`src/rtl/checker_stream_sched.sv`:
```
// rtl/checker_stream_sched.sv - round-robin scheduler sharing one trace-format checker between N_SRC sources
// Optional stall timeout in LOAD/DRAIN is enabled by defining CHK_SCHED_TIMEOUT_EN.
module checker_stream_sched #(
  parameter int         N_SRC     = 2,
  parameter int         MAX_LEN   = 64,
  parameter logic [7:0] IDLE_CHAR = 8'h00,
  parameter int         TIMEOUT   = 64
) (
  input  logic                       clk,
  input  logic                       reset,
  input  logic [8*N_SRC-1:0]         src_char,
  input  logic [N_SRC-1:0]           src_valid,
  output logic [N_SRC-1:0]           src_ready,
  output logic [7:0]                 chk_char,
  input  logic [1:0]                 chk_format,
  output logic                       res_valid,
  output logic [$clog2(N_SRC)-1:0]   res_src,
  output logic [1:0]                 res_format,
  output logic [1:0]                 res_err,
  output logic                       busy
);

  localparam int         GW       = $clog2(N_SRC);
  localparam int         AW       = $clog2(MAX_LEN);
  localparam int         CW       = $clog2(MAX_LEN + 1);
  localparam logic [7:0] END_CHAR = 8'h23;

  typedef enum logic [2:0] {
    S_IDLE, S_LOAD, S_DRAIN, S_REPLAY, S_WAIT, S_RESULT
  } state_t;

  state_t          state, state_nx;
  logic [GW-1:0]   last, g, grant_idx, cand;
  logic            grant_found;
  logic [7:0]      buf_mem [MAX_LEN];
  logic [CW-1:0]   cnt, len, rcnt;
  logic [7:0]      cur_char;
  logic            accepting, xfer, is_end, timed_out;

  assign accepting = (state == S_LOAD) || (state == S_DRAIN);
  assign cur_char  = src_char[{g, 3'b000} +: 8];
  assign xfer      = accepting && src_valid[g];
  assign is_end    = (cur_char == END_CHAR);
  assign res_valid = (state == S_RESULT);
  assign busy      = (state != S_IDLE);

  // First valid source strictly after the last grant, wrapping around.
  always_comb begin
    grant_found = 1'b0;
    grant_idx   = '0;
    cand        = '0;
    for (int k = 1; k <= N_SRC; k++) begin
      cand = GW'((int'(last) + k) % N_SRC);
      if (!grant_found && src_valid[cand]) begin
        grant_found = 1'b1;
        grant_idx   = cand;
      end
    end
  end

`ifdef CHK_SCHED_TIMEOUT_EN
  localparam int TW = $clog2(TIMEOUT + 1);
  logic [TW-1:0] stall_cnt;

  always_ff @(posedge clk or negedge reset) begin
    if (!reset) begin
      stall_cnt <= '0;
    end else if (accepting && !xfer) begin
      stall_cnt <= stall_cnt + 1'b1;
    end else begin
      stall_cnt <= '0;
    end
  end

  assign timed_out = accepting && !xfer && (stall_cnt == TW'(TIMEOUT - 1));
`else
  assign timed_out = 1'b0 & (TIMEOUT > 0);
`endif

  always_ff @(posedge clk or negedge reset) begin
    if (!reset) state <= S_IDLE;
    else        state <= state_nx;
  end

  always_comb begin
    state_nx  = state;
    src_ready = '0;
    case (state)
      S_IDLE: begin
        if (grant_found) state_nx = S_LOAD;
      end
      S_LOAD: begin
        src_ready[g] = 1'b1;
        if (timed_out) begin
          state_nx = S_RESULT;
        end else if (xfer) begin
          if (is_end)                        state_nx = S_REPLAY;
          else if (cnt == CW'(MAX_LEN - 1))  state_nx = S_DRAIN;
        end
      end
      S_DRAIN: begin
        src_ready[g] = 1'b1;
        if (timed_out || (xfer && is_end)) state_nx = S_RESULT;
      end
      S_REPLAY: begin
        if (rcnt == len) state_nx = S_WAIT;
      end
      S_WAIT:   state_nx = S_RESULT;
      S_RESULT: state_nx = S_IDLE;
      default:  state_nx = S_IDLE;
    endcase
  end

  always_ff @(posedge clk) begin
    if ((state == S_LOAD) && xfer) buf_mem[cnt[AW-1:0]] <= cur_char;
  end

  // Replay leaves REPLAY one cycle after '#' was put on chk_char so the
  // checker consumes it before WAIT samples its verdict.
  always_ff @(posedge clk or negedge reset) begin
    if (!reset) begin
      last       <= GW'(N_SRC - 1);
      g          <= '0;
      cnt        <= '0;
      len        <= '0;
      rcnt       <= '0;
      chk_char   <= IDLE_CHAR;
      res_src    <= '0;
      res_format <= '0;
      res_err    <= '0;
    end else begin
      case (state)
        S_IDLE: begin
          if (grant_found) begin
            g    <= grant_idx;
            last <= grant_idx;
            cnt  <= '0;
          end
        end
        S_LOAD: begin
          if (timed_out) begin
            res_src    <= g;
            res_format <= 2'b00;
            res_err    <= 2'b10;
          end else if (xfer) begin
            cnt <= cnt + 1'b1;
            if (is_end) begin
              len  <= cnt + 1'b1;
              rcnt <= '0;
            end
          end
        end
        S_DRAIN: begin
          if (timed_out || (xfer && is_end)) begin
            res_src    <= g;
            res_format <= 2'b00;
            res_err    <= timed_out ? 2'b10 : 2'b01;
          end
        end
        S_REPLAY: begin
          if (rcnt != len) begin
            chk_char <= buf_mem[rcnt[AW-1:0]];
            rcnt     <= rcnt + 1'b1;
          end else begin
            chk_char <= IDLE_CHAR;
          end
        end
        S_WAIT: begin
          res_src    <= g;
          res_format <= chk_format;
          res_err    <= 2'b00;
        end
        default: ;
      endcase
    end
  end

endmodule

```
`config.mk`:
```
export PLATFORM = sky130hd
export DESIGN_NAME = checker_stream_sched
export DESIGN_NICKNAME = d
export VERILOG_FILES = /design/src/rtl/checker_stream_sched.sv
export SDC_FILE = /design/constraint.sdc
export NUM_CORES = 1
export LEC_CHECK = 0
export BUFFER_PORTS_ARGS = -buffer_cell sky130_fd_sc_hd__buf_4
export CELL_PAD_IN_SITES_DETAIL_PLACEMENT = 1
export CELL_PAD_IN_SITES_GLOBAL_PLACEMENT = 2
export CORE_MARGIN = 2
export CORE_UTILIZATION = 50
export CTS_CLUSTER_DIAMETER = 200
export CTS_CLUSTER_SIZE = 14
export DETAILED_ROUTE_END_ITERATION = 16
export PLACE_DENSITY_LB_ADDON = 0.1
export SETUP_SLACK_MARGIN = 0.1
export SLEW_MARGIN = 20
export SYNTH_ARGS = -nofsm -noshare
export SYNTH_HDL_FRONTEND = slang
export SYNTH_SLANG_ARGS = --single-unit
```
`constraint.sdc`:
```
create_clock -name clk -period 6 [get_ports clk]
set_input_delay 0.6 -clock clk [delete_from_list [all_inputs] [get_ports clk]]
set_output_delay 0.6 -clock clk [all_outputs]
set_load 0.05 [all_outputs]
```
---- Yosys cells after proc, flatten, opt, wreduce, memory -nomap -nowiden ----
Memory sizes are Yosys's and may differ from the RTL's.
Cells that the tools add are included.
word-level totals
  logic and storage cells ................. 91
  memories ................................ 1
  RAM bits ................................ 512
  register bits after elaboration ......... 39
operators by class
  reductions and logical operators ........ 19
  $add $sub $neg .......................... 4
  shift-type cells ........................ 1
  mux-type cells .......................... 36
  $lt $le $gt $ge ......................... 4
  equal/unequal tests ..................... 16
memories
  name     depth  width  read ports  clocked after Yosys merged registers in  write ports  line  text
  buf_mem  64     8      1           0                                        1            35    logic [7:0] buf_mem [MAX_LEN];
operators by type and width
  kind                   number
  $mux W7                5
  $pmux W7 S2            2
  $mux W3                6
  $shiftx A16 B5 Y8      1
  $pmux W3 S5            1
  $add A7 B1 Y7 const B  2
  $mux W1                14
  $ne A2 B2 Y1 const B   5
  $eq A8 B6 Y1 const B   1
  $mux W8                1
  $pmux W2 S2            2
  $eq A7 B6 Y1 const B   1
  $eq A7 B7 Y1           1
  $ne A7 B7 Y1           1
  $eq A3 B2 Y1 const B   2
  $eq A3 B3 Y1 const B   2
  $lt A1 B2 Y1 const B   3
  $mux W2                3
  $reduce_and A3 Y1      2
  $reduce_bool A2 Y1     3
  $logic_and A1 B1 Y1    5
  $reduce_and A5 Y1      1
  $reduce_and A2 Y1      2
  $reduce_and A4 Y1      1
  12 further kinds       13

---- Depth between registers and ports, before layout ----
Gate-level depths: netlist of run 1.
  depth after elaboration ................. 9
  mapped depth ............................ 10
  depth with buffers taken out ............ 6

---- Worst setup path after synthesis of run 1 ----
No wires, ideal clock.
  path kind ............................... register to output
  start point ............................. register g
  end point ............................... output src_ready[1]
  path buffers ............................ 2
  required time ........................... 5400 ps
  data arrival time ....................... 2030 ps
  path slack .............................. 3370 ps
  stages on the path, launching flop included .. 4
  cells stage by stage .................... dfrtp_1 -> clkbuf_1 -> clkbuf_1 -> nor3b_1
between the ends
  word-level cells in the longest chain between the ends .. 5
  elaborated cells between the ends (all ways) .. 6
  those cells by class .................... 2 x order compare; 3 x mux; 1 x reduce/logical
RTL lines
  what                                                                line     text
  from (decl)                                                         33       logic [GW-1:0] last, g, grant_idx, cand;
  from (signal assigned)                                              135      g <= grant_idx;
  $lt A1 B2 Y1 (not written as such) or $ge A1 B1 Y1 (tied branches)  93, 102
  $logic_and A1 B1 Y1 (not written as such)                           93, 102
  $mux W1 (not written as such)                                       93, 102
  $demux W1 S1 *                                                      93, 102
  $mux W2 *                                                           n/a
  to (decl)                                                           13       output logic [N_SRC-1:0] src_ready,
Every way passes the cells marked *; elsewhere a longest branch is shown, timed or not.

---- Worst setup path in the final report of run 1 ----
  start point ............................. register state[1]
  end point ............................... memory buf_mem[39][2] (enable)
between the ends
  word-level cells in the longest chain between the ends .. 6
  elaborated cells between the ends (all ways) .. 7
  those cells by class .................... 2 x eq/ne; 2 x mux; 3 x reduce/logical
RTL lines
  what                                          line     text
  from (decl)                                   32       state_t state, state_nx;
  from (signal assigned)                        82       else state <= state_nx;
  $eq A3 B1 Y1 or $eq A3 B2 Y1 (tied branches)  40, 115
  $logic_or A1 B1 Y1                            40       assign accepting = (state == S_LOAD) || (state == S_DRAIN);
  $logic_and A1 B1 Y1                           42       assign xfer = accepting && src_valid[g];
  $logic_and A1 B1 Y1 *                         115      if ((state == S_LOAD) && xfer) buf_mem[cnt[AW-1:0]] <= cur_char;
  $mux W1 *                                     115
  $mux W1 (not written as such) *               115
  to (decl)                                     35
Marks and branches as above.

==> impl_metrics.env, run 1 <==
export IMPL_seq_area_um2=16300
export IMPL_hp_class="in -> reg"
export IMPL_crit_path_end_kind="register"
export IMPL_holdPathEnd="last$_DFFE_PN1P_"
export IMPL_synthXorXnorAreaFrac_pct=0.600
export IMPL_setup_viol=0
export IMPL_dr_pass1_iters=5
export IMPL_htree_levels=2
export IMPL_synth_avg_cell_area_um2=19.3
export IMPL_critPathMaxFanout=12
export IMPL_crit_slowest_cell="nor2_1"
export IMPL_skew_ns=0.0343
export IMPL_dieArea_um2=45500
export IMPL_ys_seq_area_share_pct=74.6
export IMPL_grtUsageMet3_pct=4.54
export IMPL_post_drt_wl_per_cell_um=30.3
export IMPL_grt_overflow=0
export IMPL_post_cts_resized=0
export IMPL_period_share_pct=61.9
export IMPL_die_w_um=213
export IMPL_cap_viol_max_count=0
export IMPL_cts_tree="done"
export IMPL_power_density_nw_per_um2=351
export IMPL_via_per_inst=6.19
export IMPL_crit_chain="nor2_1, nand2_1, nor2_1, nand4_1, nor2_1"
export IMPL_numCtsBuffers=45
export IMPL_wirelength_mm=53.9
export IMPL_r2r_end="buf_mem[39][2]$_DFFE_PP_"
export IMPL_placed_area_um2=22800
export IMPL_synth_top_family_by_area="multiplexers"
export IMPL_worstRegToRegCells=5
export IMPL_regToRegStartpoint="state[1]$_DFFE_PN0P_"
export IMPL_antenna_diode_count=0
export IMPL_post_route_util_pct=55.7
export IMPL_cp_depth=5
export IMPL_fill_cells=3802
export IMPL_port_buffers=37
export IMPL_grt_use_met2_pct=39.6
export IMPL_drtIter0Drc=1121
export IMPL_max_freq_mhz=269
export IMPL_async_reset_ff_share_pct=6.91
export IMPL_ir_drop_mv=0.274
export IMPL_initial_core_util_pct=50.7
export IMPL_ioPinCount=39
export IMPL_multi_input_area_um2=5200
export IMPL_layout_drive_gt1_share_pct=20.9
export IMPL_worstPathRequired_ns=6.20
export IMPL_final_common_cell="edfxtp_1"
export IMPL_busiest_layer="met2"
export IMPL_rrSetupSlack_ns=2.29
export IMPL_synthMuxAreaShare_pct=15.3
export IMPL_path_class="reg -> reg"
export IMPL_cts_clk_slew_worst_paths_ns=0.07
export IMPL_syn_num_nets=1156
export IMPL_die_h_um=213
export IMPL_yosys_area_share_adder_pct=0.114
export IMPL_gp_congestion=0.764
export IMPL_start_kind="register"
export IMPL_leakage_nw=7.46
export IMPL_cp_arrival_ns=3.91
export IMPL_netlist_instances=1132
export IMPL_synth_seq_cells=550
export IMPL_period_minus_slack_ns=3.71
export IMPL_layout_common_cells="512 x edfxtp_1, 122 x mux4_2, 86 x nor2_1, 55 x buf_4, 46 x clkbuf_16"
export IMPL_rows=76
export IMPL_stdcell_area_um2=24000
export IMPL_slowest_delay_ns=1.00
export IMPL_clkLatencyLatePin_ns=0.60
export IMPL_antenna_found_initial=0
export IMPL_min_delay_path_depth=2
export IMPL_post_cts_buffers=0
export IMPL_final_hold_violation_count=0
export IMPL_rsz0062_at_grt="false"
export IMPL_synth_simple_area_share_pct=4.01
export IMPL_synth_compound_area_share_pct=3.73
export IMPL_grt_max_degree=65
export IMPL_synthFlopType="edfxtp_1"
export IMPL_num_vias=11000
export IMPL_holdBufCountCts=1
export IMPL_place_hpwl_mm=33.0
export IMPL_fp_coreArea_um2=43200
export IMPL_setup_tns_final_ns=0
export IMPL_grt_met1_usage_pct=35.8
export IMPL_ys_types=59
export IMPL_slew_headroom_pct=31.5
export IMPL_fin_nets=1197
export IMPL_route_detailed_drc=0
export IMPL_drv_slew=0
export IMPL_synthToLayoutAreaGrowth_pct=9.80
export IMPL_clkSinkCount=550
export IMPL_synth_edff_count=512
export IMPL_status="finished clean"
export IMPL_grt_usage_pct=24.8
export IMPL_ys_warn_count=0
export IMPL_clockBufferDepth=3
export IMPL_cts_root_buf="clkbuf_16"
export IMPL_grt_pass1_vias=11600
export IMPL_critPathTopFamily="simple AND/OR/NAND/NOR gates"
export IMPL_ant_nets=0
export IMPL_grt_pass1_wl_mm=79.4
export IMPL_cp_common_cell="nor2_1"
export IMPL_synth_area_um2=21900
export IMPL_holdCritStartpoint="src_valid[0]"
export IMPL_tightest_slew_ns=1.02
export IMPL_critPathBufInv=0
-- worst max path at each step --
stage	slack (ns)	end	start
floorplan	3.37	src_ready[1]	g$_DFFE_PN0P_
global placement	2.49	buf_mem[7][4]$_DFFE_PP_	state[1]$_DFFE_PN0P_
detailed placement	2.34	buf_mem[39][4]$_DFFE_PP_	state[1]$_DFFE_PN0P_
CTS	2.27	buf_mem[39][4]$_DFFE_PP_	state[1]$_DFFE_PN0P_
global route	2.02	buf_mem[39][4]$_DFFE_PP_	state[1]$_DFFE_PN0P_
finish	2.29	buf_mem[39][2]$_DFFE_PP_	state[1]$_DFFE_PN0P_
-- layout make-up --
class / instances / area share (%)
flip-flops and latches: 550 / 68.0
inverters: 11 / 0.172
repair buffers: 58 / 1.93
clock buffers: 64 / 5.07
clock inverters: 3 / 0.198
multi-input cells: 507 / 21.6
well taps: 585 / 3.04
-- cell families (layout without fill, tap and decap cells) --
kind of cell | count (synthesis) | in the layout
simple gates | 191 | 191
fa+ha+maj | 2 | 2
compound gates | 118 | 118
mux | 180 | 180
buf+inv | 75 | 136
other cells | 1 | 1
xor+xnor | 15 | 15
flops | 550 | 550
-- per-stage QoR --
| stage | total power (W) | hold slack, ns | cells | worst slack [ns] |
|---|---|---|---|---|
| 6_report | 0.00843 | 0.187 | 1778 | 2.29 |
| 5_1_grt | 0.00870 | 0.185 | 1778 | 2.02 |
| 4_1_cts | 0.00850 | 0.167 | 1778 | 2.27 |
| 3_5_place_dp | 0.00581 | 0.499 | 1710 | 2.34 |
| 3_3_place_gp | 0.00577 | 0.481 | 1710 | 2.49 |
| 2_1_floorplan | 0.00534 | 0.304 | 1132 | 3.37 |
-- Yosys cell counts, types with 10 or more instances --
| master | count | area, um^2 |
|---|---|---|
| edfxtp_1 | 512 | 15400 |
| mux4_2 | 122 | 2750 |
| nor2_1 | 86 | 323 |
| mux2i_1 | 44 | 440 |
| dfrtp_1 | 37 | 926 |
| clkbuf_1 | 33 | 124 |
| nand2_1 | 33 | 124 |
| o21ai_0 | 25 | 125 |
| nand3_1 | 21 | 105 |
| a21oi_1 | 19 | 95.1 |
| buf_2 | 16 | 80.1 |
| mux2_2 | 14 | 158 |
| o22ai_1 | 11 | 68.8 |
| o221ai_1 | 10 | 87.6 |
-- per-layer routing --
metal	wire [um]	share of wire, %	vias to the layer above
li1	-	-	4702
met1	23400	43	5898
met5	0	0	-
met3	3210	6.0	65
met2	26200	49	339
met4	1060	2.0	0
-- report_power, final --
part	switching, W	internal (W)	total [W]	leakage, nW
Clock	0.00131	0.00141	0.00272	0.611
Sequential	0.000118	0.00465	0.00477	5.10
Combinational	0.000726	0.000209	0.000935	1.74
Total	0.00215	0.00628	0.00843	7.46
-- sequential cells by signal (all words and copies together), names as in the netlist --
signal,flops
rcnt,7
res_format,2
res_err,1
len,7
res_src,1
g,1
cnt,7
state,3
last,1
chk_char,8
buf_mem,512
Note: power is estimated with default switching activity, not from simulation.
==> run 2: changes to the inputs <==
- ABC_AREA: unset -> 1
- CORE_UTILIZATION: 50 -> 38
- clock period: 6 -> 3.2 ns (I/O delays scaled with it)
==> impl_metrics.env, run 2 <==
export IMPL_status="finished clean"
export IMPL_critPathMaxFanout=8
export IMPL_multi_input_area_um2=6080
export IMPL_rows=92
export IMPL_initial_core_util_pct=38.3
export IMPL_fp_coreArea_um2=62700
export IMPL_htree_levels=2
export IMPL_ys_warn_count=0
export IMPL_setup_tns_final_ns=0
export IMPL_min_delay_path_depth=3
export IMPL_synthFlopType="edfxtp_1"
export IMPL_slew_headroom_pct=31.4
export IMPL_period_minus_slack_ns=2.66
export IMPL_period_share_pct=83.2
export IMPL_start_kind="register"
export IMPL_critPathTopFamily="simple AND/OR/NAND/NOR gates"
export IMPL_ant_nets=0
export IMPL_worstPathRequired_ns=3.44
export IMPL_grt_overflow=0
export IMPL_drv_slew=0
export IMPL_cts_clk_slew_worst_paths_ns=0.07
export IMPL_tightest_slew_ns=1.03
export IMPL_leakage_nw=10.9
export IMPL_critPathBufInv=3
export IMPL_skew_ns=0.0248
export IMPL_numCtsBuffers=45
export IMPL_layout_drive_gt1_share_pct=8.81
export IMPL_largest_reg_flops=512
export IMPL_crit_slowest_cell="nor2_1"
export IMPL_synthToLayoutAreaGrowth_pct=12.2
export IMPL_grt_pass1_wl_mm=108
export IMPL_synth_area_um2=24000
export IMPL_cap_viol_max_count=0
export IMPL_cts_tree="done"
export IMPL_netlist_instances=2374
export IMPL_via_per_inst=5.00
export IMPL_num_vias=16500
export IMPL_place_hpwl_mm=44.3
export IMPL_cp_arrival_ns=2.90
export IMPL_post_drt_wl_per_cell_um=21.6
export IMPL_cts_root_buf="clkbuf_16"
export IMPL_fill_cells=6933
export IMPL_synth_commonest_cells="766 x nand2_1, 512 x edfxtp_1, 271 x inv_1, 262 x nand3_1, 243 x nor2_1"
export IMPL_final_hold_violation_count=0
export IMPL_synth_seq_cells=550
export IMPL_crit_chain="inv_1, nand3_2, nand2_1, nand2_1, inv_2, nand2_1, nor2_4, nand3_2, buf_4, nor2_1"
export IMPL_clkSinkCount=550
export IMPL_synth_edff_count=512
export IMPL_dr_pass1_iters=5
export IMPL_async_reset_ff_share_pct=6.91
export IMPL_die_h_um=255
export IMPL_post_route_util_pct=42.9
export IMPL_slowest_delay_ns=0.62
export IMPL_clockBufferDepth=3
export IMPL_ys_seq_area_share_pct=68.0
export IMPL_grt_usage_pct=22.0
export IMPL_clkLatencyLatePin_ns=0.62
export IMPL_route_detailed_drc=0
export IMPL_power_density_nw_per_um2=829
export IMPL_post_cts_buffers=0
export IMPL_port_buffers=37
export IMPL_setup_viol=0
export IMPL_hp_class="in -> reg"
export IMPL_crit_path_end_kind="register"
export IMPL_ys_types=40
export IMPL_seq_area_um2=16300
export IMPL_synth_top_area_cell="edfxtp_1"
export IMPL_layout_common_cells="761 x nand2_1, 512 x edfxtp_1, 268 x inv_1, 262 x nand3_1, 243 x nor2_1"
export IMPL_worstRegToRegCells=10
export IMPL_synth_avg_cell_area_um2=10.1
export IMPL_ioPinCount=39
export IMPL_dieArea_um2=65200
export IMPL_drtIter0Drc=939
export IMPL_grt_pass1_vias=17200
export IMPL_grt_max_degree=129
export IMPL_cp_common_cell="nand2_1"
export IMPL_synth_top_cell_area_share_pct=64.1
export IMPL_cp_depth=10
export IMPL_gp_congestion=0.810
export IMPL_ir_drop_mv=0.566
export IMPL_syn_num_nets=2398
export IMPL_fin_nets=2466
export IMPL_antenna_found_initial=0
export IMPL_final_common_cell="nand2_1"
export IMPL_synth_most_common_cell="nand2_1"
export IMPL_antenna_diode_count=0
export IMPL_wirelength_mm=71.3
export IMPL_rsz0062_at_grt="false"
export IMPL_path_class="reg -> reg"
export IMPL_max_freq_mhz=376
export IMPL_synth_area_leaders="edfxtp_1 64%, nand2_1 12%, nand3_1 5.5%"
export IMPL_die_w_um=255
run 2: cell types whose count changed after synthesis, moves of 12 or more:
cell	before	now
nand3_1	21	262
o21ai_1	1	13
buf_2	16	58
clkbuf_1	33	20
nand2_1	33	766
mux2i_1	44	0
o21ai_0	25	86
nor2_1	86	243
inv_1	9	271
mux2_2	14	0
mux4_2	122	0
run 2: what timing repair did:
action,CTS,global route
hold buffers,3,0
endpoints found under the hold margin,39,0
gates resized for setup,0,0
run 2: final cells by class:
cell class | count | area share, %
Clock buffer | 53 | 4.37
Sequential cell | 550 | 60.7
Clock inverter | 3 | 0.177
Tap cell | 846 | 3.93
Inverter | 281 | 3.94
Timing Repair Buffer | 129 | 4.32
Multi-Input combinational cell | 1435 | 22.6
run 2: cell families (layout without fill, tap and decap cells):
| family | after synthesis | in the layout | share of synthesized area, % |
|---|---|---|---|
| buffers and inverters | 389 | 466 | 6.68 |
| DFF | 550 | 550 | 68.0 |
| xor gates and xnor gates | 7 | 7 | 0.255 |
| adders and majority gates | 2 | 2 | 0.104 |
| other | 1 | 1 | 0.0156 |
| AOI/OAI and AO/OA | 125 | 125 | 2.71 |
| and+or+nand+nor | 1300 | 1300 | 22.2 |
run 2: path summary, 6_finish.rpt:
check,slack [ns],end,from
max in group asynchronous,2.54,rcnt[0]$_DFFE_PN0P_,reset
setup / recovery,0.54,buf_mem[20][6]$_DFFE_PP_,state[2]$_DFFE_PN0P_
hold / removal,0.04,last$_DFFE_PN1P_,src_valid[1]
hold reg to reg,0.48,res_format[1]$_DFFE_PN0P_,res_format[1]$_DFFE_PN0P_
setup reg to reg,0.54,buf_mem[20][6]$_DFFE_PP_,state[2]$_DFFE_PN0P_
min in group asynchronous,0.22,res_src$_DFFE_PN0P_,reset
run 2: report_power, final:
group          switching (W)  internal (W)  leakage (nW)  total [W]
Combinational        0.00611       0.00209          5.21    0.00820
Sequential          0.000184       0.00880          5.09    0.00898
Clock                0.00256       0.00259         0.598    0.00515
Total                0.00886        0.0135          10.9     0.0223
run 2: metrics by stage:
| step | instance area [um^2] | setup slack [ns] | total power, W | hold slack, ns | std cells |
|---|---|---|---|---|---|
| after floorplan | 24000 | 0.773 | 0.0142 | 0.0244 | 2374 |
| after global placement | 25700 | 0.548 | 0.0175 | 0.339 | 3238 |
| after detailed placement | 25700 | 0.528 | 0.0175 | 0.334 | 3238 |
| after CTS | 26900 | 0.511 | 0.0227 | 0.0115 | 3297 |
| after global routing | 26900 | 0.268 | 0.0236 | 0.0480 | 3297 |
| final | 26900 | 0.539 | 0.0223 | 0.0378 | 3297 |
run 2: routing by layer:
metal / vias to the layer above / GRT usage (%) / wire, um
li1: 7845 / - / -
met1: 8301 / 29.9 / 32600
met2: 240 / 36.6 / 34200
met3: 91 / 2.98 / 2370
met4: 0 / 6.60 / 2070
met5: - / 0 / 0
run 2: worst reg2reg max path: cells and delay by family (launching register included):
family                 cells  cell delay, ns
buffers and inverters      3            0.49
AND/OR/NAND/NOR            7            1.39
flip-flops                 1            0.42
